## config.mk

```make
export PLATFORM = sky130hd
export DESIGN_NAME = imem_loader
export DESIGN_NICKNAME = d
export VERILOG_FILES = /design/src/rtl/imem_pkg.sv /design/src/rtl/imem_word_serializer.sv /design/src/rtl/imem_loader.sv
export SDC_FILE = /design/constraint.sdc
export NUM_CORES = 1
export LEC_CHECK = 0
export CAP_MARGIN = 20
export CORE_ASPECT_RATIO = 1.5
export CORE_MARGIN = 2
export CORE_UTILIZATION = 49
export DETAILED_ROUTE_END_ITERATION = 12
export GPL_TIMING_DRIVEN = 0
export PLACE_DENSITY = 0.8
export SETUP_SLACK_MARGIN = 0.1
export SLEW_MARGIN = 20
export SYNTH_ARGS = -nofsm -noshare
export SYNTH_HDL_FRONTEND = slang
export SYNTH_SLANG_ARGS = --single-unit
export TNS_END_PERCENT = 1
```

## constraint.sdc

```tcl
create_clock -name clk -period 1.7 [get_ports clk]
set_input_delay 0.34 -clock clk [delete_from_list [all_inputs] [get_ports clk]]
set_output_delay 0.34 -clock clk [all_outputs]
set_load 0.01 [all_outputs]
```

## src/rtl/imem_pkg.sv

```systemverilog
// rtl/imem_pkg.sv - shared imem geometry, word layout and loader state encoding
package imem_pkg;

  localparam int IMEM_ADDR_W    = 7;
  localparam int IMEM_DEPTH     = 128;
  localparam int BYTES_PER_WORD = 4;
  localparam int BYTE_IDX_W     = $clog2(BYTES_PER_WORD);

  typedef enum logic [1:0] {
    LD_IDLE = 2'd0,
    LD_LOAD = 2'd1,
    LD_DONE = 2'd2
  } loader_state_e;

  // Little-endian byte lane select: lane 0 is bits 7:0.
  function automatic logic [7:0] word_byte(input logic [31:0] w,
                                           input logic [BYTE_IDX_W-1:0] idx);
    return w[8*idx +: 8];
  endfunction

endpackage

```

## src/rtl/imem_word_serializer.sv

```systemverilog
// rtl/imem_word_serializer.sv - holds one 32-bit word and presents it one byte per cycle
module imem_word_serializer
  import imem_pkg::*;
(
  input  logic        clk,
  input  logic        rst,
  input  logic        load_i,
  input  logic [31:0] word_i,
  input  logic        last_i,
  output logic [7:0]  byte_o,
  output logic        valid_o,
  output logic        last_byte_o,
  output logic        word_last_o,
  output logic        can_load_o
);

  localparam logic [BYTE_IDX_W-1:0] LAST_IDX = BYTE_IDX_W'(BYTES_PER_WORD - 1);

  logic [31:0]           hold_q, hold_d;
  logic                  hold_v_q, hold_v_d;
  logic [BYTE_IDX_W-1:0] idx_q, idx_d;
  logic                  last_q, last_d;

  // Capture a new word, otherwise step through its bytes and drain after the top lane.
  always_comb begin
    hold_d   = hold_q;
    hold_v_d = hold_v_q;
    idx_d    = idx_q;
    last_d   = last_q;
    if (load_i) begin
      hold_d   = word_i;
      hold_v_d = 1'b1;
      idx_d    = '0;
      last_d   = last_i;
    end else if (hold_v_q) begin
      if (idx_q == LAST_IDX) begin
        hold_v_d = 1'b0;
        idx_d    = '0;
        last_d   = 1'b0;
      end else begin
        idx_d = idx_q + BYTE_IDX_W'(1);
      end
    end
  end

  // Holding register and byte index; reset discards any partial word.
  always_ff @(posedge clk) begin
    if (rst) begin
      hold_q   <= '0;
      hold_v_q <= 1'b0;
      idx_q    <= '0;
      last_q   <= 1'b0;
    end else begin
      hold_q   <= hold_d;
      hold_v_q <= hold_v_d;
      idx_q    <= idx_d;
      last_q   <= last_d;
    end
  end

  assign byte_o      = word_byte(hold_q, idx_q);
  assign valid_o     = hold_v_q;
  assign last_byte_o = (idx_q == LAST_IDX);
  assign word_last_o = last_q;
  // A new word may land on the same edge the top lane is written.
  assign can_load_o  = !hold_v_q || (idx_q == LAST_IDX);

endmodule

```

## src/rtl/imem_loader.sv

```systemverilog
// rtl/imem_loader.sv - streams 32-bit words into the byte imem; optional IMEM_LOADER_CHECKSUM_EN
module imem_loader
  import imem_pkg::*;
#(
  parameter int ADDR_W    = IMEM_ADDR_W,
  parameter int DEPTH     = IMEM_DEPTH,
  parameter int BASE_ADDR = 0
) (
  input  logic              clk,
  input  logic              rst,
  input  logic              start,
  input  logic              s_valid,
  input  logic [31:0]       s_data,
  input  logic              s_last,
  output logic              s_ready,
  output logic              w_en_imem,
  output logic [ADDR_W-1:0] w_addr_imem,
  output logic [7:0]        w_data_imem,
  output logic              busy,
  output logic              done,
  output logic              err,
  output logic [ADDR_W:0]   bytes_loaded
`ifdef IMEM_LOADER_CHECKSUM_EN
  ,
  output logic [31:0]       checksum
`endif
);

  localparam logic [ADDR_W-1:0] BASE      = ADDR_W'(BASE_ADDR);
  localparam logic [ADDR_W-1:0] LAST_ADDR = ADDR_W'(BASE_ADDR + DEPTH - 1);

  loader_state_e     state_q, state_d;
  logic [ADDR_W-1:0] addr_q, addr_d;
  logic [ADDR_W:0]   cnt_q, cnt_d;
  logic              done_q, done_d;
  logic              err_q, err_d;

  logic [7:0] ser_byte;
  logic       ser_valid, ser_last_byte, ser_word_last, ser_can_load;
  logic       accept, start_ok, word_end, ovf_pending;

  imem_word_serializer u_ser (
    .clk         (clk),
    .rst         (rst),
    .load_i      (accept),
    .word_i      (s_data),
    .last_i      (s_last),
    .byte_o      (ser_byte),
    .valid_o     (ser_valid),
    .last_byte_o (ser_last_byte),
    .word_last_o (ser_word_last),
    .can_load_o  (ser_can_load)
  );

  // Next state, counters and handshake; the top byte at LAST_ADDR of a non-last word ends the load.
  always_comb begin
    state_d     = state_q;
    addr_d      = addr_q;
    cnt_d       = cnt_q;
    done_d      = done_q;
    err_d       = err_q;
    start_ok    = start && (state_q != LD_LOAD);
    word_end    = ser_valid && ser_last_byte;
    ovf_pending = word_end && !ser_word_last && (addr_q == LAST_ADDR);
    s_ready     = (state_q == LD_LOAD) && ser_can_load && !ser_word_last && !ovf_pending;
    accept      = s_valid && s_ready;
    case (state_q)
      LD_IDLE, LD_DONE: begin
        if (start) begin
          state_d = LD_LOAD;
          addr_d  = BASE;
          cnt_d   = '0;
          done_d  = 1'b0;
          err_d   = 1'b0;
        end
      end
      LD_LOAD: begin
        if (ser_valid) begin
          addr_d = addr_q + ADDR_W'(1);
          cnt_d  = cnt_q + (ADDR_W+1)'(1);
        end
        if (word_end && ser_word_last) begin
          state_d = LD_DONE;
          done_d  = 1'b1;
        end else if (ovf_pending) begin
          state_d = LD_DONE;
          done_d  = 1'b1;
          err_d   = 1'b1;
        end
      end
      default: state_d = LD_IDLE;
    endcase
  end

  // State, address and status registers.
  always_ff @(posedge clk) begin
    if (rst) begin
      state_q <= LD_IDLE;
      addr_q  <= '0;
      cnt_q   <= '0;
      done_q  <= 1'b0;
      err_q   <= 1'b0;
    end else begin
      state_q <= state_d;
      addr_q  <= addr_d;
      cnt_q   <= cnt_d;
      done_q  <= done_d;
      err_q   <= err_d;
    end
  end

  assign w_en_imem    = ser_valid;
  assign w_addr_imem  = addr_q;
  assign w_data_imem  = ser_byte;
  assign busy         = (state_q == LD_LOAD);
  assign done         = done_q;
  assign err          = err_q;
  assign bytes_loaded = cnt_q;

`ifdef IMEM_LOADER_CHECKSUM_EN
  logic [31:0] cks_q, cks_d;

  // Wrapping sum of every accepted word, restarted with each load.
  always_comb begin
    cks_d = cks_q;
    if (start_ok) begin
      cks_d = '0;
    end else if (accept) begin
      cks_d = cks_q + s_data;
    end
  end

  // Checksum register.
  always_ff @(posedge clk) begin
    if (rst) begin
      cks_q <= '0;
    end else begin
      cks_q <= cks_d;
    end
  end

  assign checksum = cks_q;
`else
  logic unused_start_ok;
  assign unused_start_ok = start_ok;
`endif

endmodule

```

Word level (Yosys, flattened, before mapping)
Cells that the tools add are included.
Operators by class
  reduce and logical (&&, ||, !) cells: 23
  mux-type cells: 23
  eq/ne operators: 9
  add/subtract/negate cells: 3
  shift-type cells: 1
Operators by type and width (count)
  $shiftx 32x6->8: 1
  $mux 8: 2
  $pmux 8 s2: 1
  $mux 7: 2
  $pmux 7 s2: 1
  $mux 1: 10
  $add 8x1->8 const B: 1
  $logic_and 1x1->1: 8
  $mux 2: 4
  $add 7x1->7 const B: 1
  $eq 7x7->1 const B: 1
  $reduce_and 3->1: 2
  $reduce_bool 2->1: 3
  $eq 2x2->1 const B: 2
  $ne 2x1->1 const B: 2
  $ne 2x2->1 const B: 2
  $pmux 1 s2: 2
  $pmux 2 s2: 1
  $reduce_and 2->1: 2
  $reduce_and 4->1: 1
  $reduce_or 2->1: 2
  $logic_not 1->1: 3
  $ne 3x1->1 const B: 1
  $add 2x1->2 const B: 1
  other kinds (3): 3
Word-level totals
  register bits after elaboration: 55
  output and inout bits: 28
  bits of input ports: 37
  word-level logic and storage cells: 68

Logic depth before layout (Yosys ltp)
  word-level depth: 9
  gate-level depth with buffers: 6
  depth with buffers taken out: 5

By module
Synthesis repeated with hierarchy kept, for this count alone.
Second synthesis, totals
  cells, all modules: 250
  area, all modules: 2573.7 um^2
By module, submodules not included
  imem_word_serializer: area an instance 1503.9 um^2, times used 1, sequential area each 720.7 um^2, cells an instance 130
  imem_loader: area an instance 1069.8 um^2, times used 1, sequential area each 380.4 um^2, cells an instance 120

Worst setup path before layout
Ideal clock, no wire load.
  kind: flip-flop to flip-flop
  start point: register addr_q[0] (netlist: w_addr_imem[0])
  end point: register u_ser.hold_q[10]
  clock period less this slack: 1.536 ns
  required time: 1.580 ns
  stages on the path, launching flop included: 7
  setup slack: 0.164 ns
  arrival time: 1.416 ns
  library setup time: 0.120 ns
  path through: dfxtp_1 > ha_1 > nand2_1 > nor2_1 > a31oi_4 > buf_6 > mux2i_1
On the way
  longest elaborated chain between the ends: 5
Ends and longest elaborated chain
  from (decl): line imem_loader.sv:33  | logic [ADDR_W-1:0] addr_q, addr_d;
  from (signal assigned): line imem_loader.sv:105  | addr_q <= addr_d;
  $eq 7x7->1: line imem_loader.sv:64  | ovf_pending = word_end && !ser_word_last && (addr_q == LAST_ADDR);
  $logic_and 1x1->1: line imem_loader.sv:64
  $logic_not 1->1: line imem_loader.sv:65  | s_ready = (state_q == LD_LOAD) && ser_can_load && !ser_word_last && !ovf_pending;
  $logic_and 1x1->1: line imem_loader.sv:65
  $logic_and 1x1->1: line imem_loader.sv:66  | accept = s_valid && s_ready;
  to (signal assigned): line imem_word_serializer.sv:54  | hold_q <= hold_d;
  to (decl): line imem_word_serializer.sv:19  | logic [31:0] hold_q, hold_d;
No other way between the ends.
A chain may end at the register's enable or synchronous reset.

Worst setup path after layout
  start point: register u_ser.idx_q[0]
  end point: output port w_data_imem[0]
On the way
  longest elaborated chain between the ends: 1
Ends and longest elaborated chain
  from (decl): line imem_word_serializer.sv:21  | logic [BYTE_IDX_W-1:0] idx_q, idx_d;
  from (signal assigned): line imem_word_serializer.sv:56  | idx_q <= idx_d;
  $shiftx 32x6->8: line imem_pkg.sv:18  | return w[8*idx +: 8];
  to (decl): line imem_loader.sv:18  | output logic [7:0] w_data_imem,
No other way between the ends.

==> results.yml <==
logic_synthesis:
  yosysMostFrequentCell: "nand2_1"
  syn_inst: 271
  ys.flop_type: "dfxtp_1"
  ys_ff_latch: 55
  yosys_warnings: 0
  seq_area_frac_synth_pct: 43.1
  ys_types: 37
  yosys.area.top_type: "dfxtp_1"
  ys_top_cells_by_count: "nand2_1 (71), dfxtp_1 (55), mux2i_1 (32), nor2_1 (17), clkbuf_1 (11)"
  synth-async-reset-ratio_pct: 0
  synth_top_area_share_pct: 43.1
  synthesis.area_sq_mm: 0.00256
  synth.area.top_cells: "dfxtp_1 (43%), mux2i_1 (13%), nand2_1 (10%)"
  synth_nets: 311
  synth_edf_count: 0
  synth.avg_cell_area_sq_um: 9.44
sta:
  setup_violations: 26
  clock.fmax_mhz: 545
  rsz0062_at_grt: "yes"
  slew_headroom_pct: 64.1
  setup_ws_ps: -136
  hold_slack_ps: 459
  slew_violations: 0
  period_share_pct: 108
  hold_viol: 0
  tightestPinTransition_ps: 539
  tns_ps: -1180
  period_minus_slack_ps: 1840
  clock_skew_ps: 4.60
setup_path:
  rr_worst_depth: 7
  crit_start: "u_ser.idx_q[0]"
  timing.rr.start: "u_ser.idx_q[0]"
  cp.arrival_ps: 1500
  crit_path_end: "w_data_imem[0]"
  r2r-end: "u_ser.hold_q[27]"
  startpoint_type: "register"
  crit_fanout: 5
  crit_required_ps: 1360
  path_class: "register to primary output"
  endpoint_kind: "primary output"
  rrSetupSlack_ps: -30
run_status:
  status: "complete, but fails checks"
  violations: "setup timing"
placed_design:
  port_buffers: 64
  place_area_sq_mm: 0.00328
  pre_cts_ws_ps: -448
  dp_hpwl_um: 4460
  gp_congestion: 0.788
cts:
  cts_tree: "built"
  clockBufferDepth: 2
  numCtsBuffers: 5
  clkTransAtPathRegs_ps: 90
  ctsRootBufferMaster: "clkbuf_8"
  clk_latency_ps: 310
  cts.sink_count: 55
  htree_levels: 2
  cts_hold_buf: 0
global_routing:
  grt_pass1_wl_um: 10300
  grt-ovfl-total: 0
  grt_usage_pct: 22.3
  grt_max_degree: 17
  antenna_found_initial: 0
  first_global_vias: 2200
die:
  io_pins: 65
  die_w_um: 63.0
  core-area_sq_mm: 0.00508
  die_h_um: 92.5
  dieArea_sq_mm: 0.00582
  placementRows: 32
  start_util_pct: 50.3
min_path:
  holdPathStages: 2
  min_path_type: "register to register"
routing:
  antenna_left: 0
  wl_per_cell_um: 15.0
  drt_wl_total_um: 6250
  dr.pass1.iters: 5
  routed-via-count: 2250
  drt-initial-drc-count: 70
  viasPerCell: 5.41
  drc: 0
power:
  power_density_mw_per_mm2: 741
  power.leakage_nw: 1.50
  p_total_mw: 2.63
  ir_drop_mv: 0.643
layout:
  diodes: 0
  area.growth.synth_to_final_pct: 38.7
  drive_above_1_share_pct: 19.5
  nets: 387
  finalInstanceArea_sq_mm: 0.00355
  fill_cells: 407
flow_run:
  max_cap_viol_count: 0
[critical path: stages, from the launching register on]
cell	delay, ps
dfxtp_2	370
buf_6	150
mux4_2	530
buf_6	140
[state kept, by name, indices dropped and copies added (netlist names)]
signal and flops:
u_ser.hold_q 32, bytes_loaded 8, w_addr_imem 7, state_q 2
u_ser.idx_q 2, done 1, err 1, u_ser.valid_o 1
u_ser.word_last_o 1
[layout by cell type (no fill, tap or decap), types with 4 or more instances in the layout]
cell type / count
a21oi_1: 8
buf_2: 4
buf_4: 4
buf_6: 11
clkbuf_1: 7
clkbuf_8: 6
clkdlybuf4s50_1: 40
dfxtp_1: 41
dfxtp_2: 10
dfxtp_4: 4
dlymetal6s2s_1: 12
mux2i_1: 32
mux4_2: 8
nand2_1: 70
nand3_1: 9
nor2_1: 16
o2111ai_1: 6
xor2_1: 8
[where the power goes]
part	internal [mW]	total [mW]	switching (mW)
sequential	1.32	1.35	0.0269
combinational	0.207	0.383	0.177
clock	0.477	0.895	0.418
[stage by stage]
stage	std cells	util, %
detailed placement	403	64.6
finish	416	69.8
floorplan	271	-
global route	416	69.8
global placement	403	64.6
CTS	416	68.7
[worst min path at each step]
stage	from	end	slack, ps
6_report	u_ser.hold_q[17]	u_ser.hold_q[17]	460
4_1_cts	u_ser.hold_q[22]	u_ser.hold_q[22]	460
3_5_place_dp	u_ser.hold_q[23]	u_ser.hold_q[23]	440
3_3_place_gp	u_ser.hold_q[20]	u_ser.hold_q[20]	440
2_1_floorplan	u_ser.hold_q[16]	u_ser.hold_q[16]	430
5_1_grt	u_ser.hold_q[12]	u_ser.hold_q[12]	480
[logic make-up (layout without fill, tap and decap cells)]
family	count (synthesis)	in the layout	synth area share [%]
AOI/OAI and AO/OA	32	32	9.34
and+or+nand+nor	113	113	19.5
xor gates and xnor gates	10	10	3.42
adders and majority gates	3	3	1.47
DFF	55	55	43.1
buffers and inverters	18	95	3.62
muxes	40	40	19.6
[layout make-up]
cell class | count | area (sq um) | area share, %
Multi-Input combinational cell | 198 | 1410 | 39.7
Inverter | 1 | 3.75 | 0.106
Timing Repair Buffer | 69 | 701 | 19.8
Clock buffer | 6 | 82.6 | 2.33
Sequential cell | 55 | 1130 | 31.8
Clock inverter | 2 | 35.0 | 0.988
Tap cell | 68 | 85.1 | 2.40
Buffer | 17 | 103 | 2.89
[what timing repair did]
item,4_1_cts,5_1_grt
pin swaps,1,0
buffers inserted,4,0
cloned,1,0
gates resized for setup,75,23
endpoints found under the setup margin,63,69
[metal layers]
layer,up-vias,wire (um),global-route usage (%)
met1,1077,2380,24.7
met5,-,0,0
met2,74,3510,41.4
met3,6,304,4.25
met4,0,60,8.52
li1,1093,-,-
No activity file was read; power rests on OpenSTA's default activity.
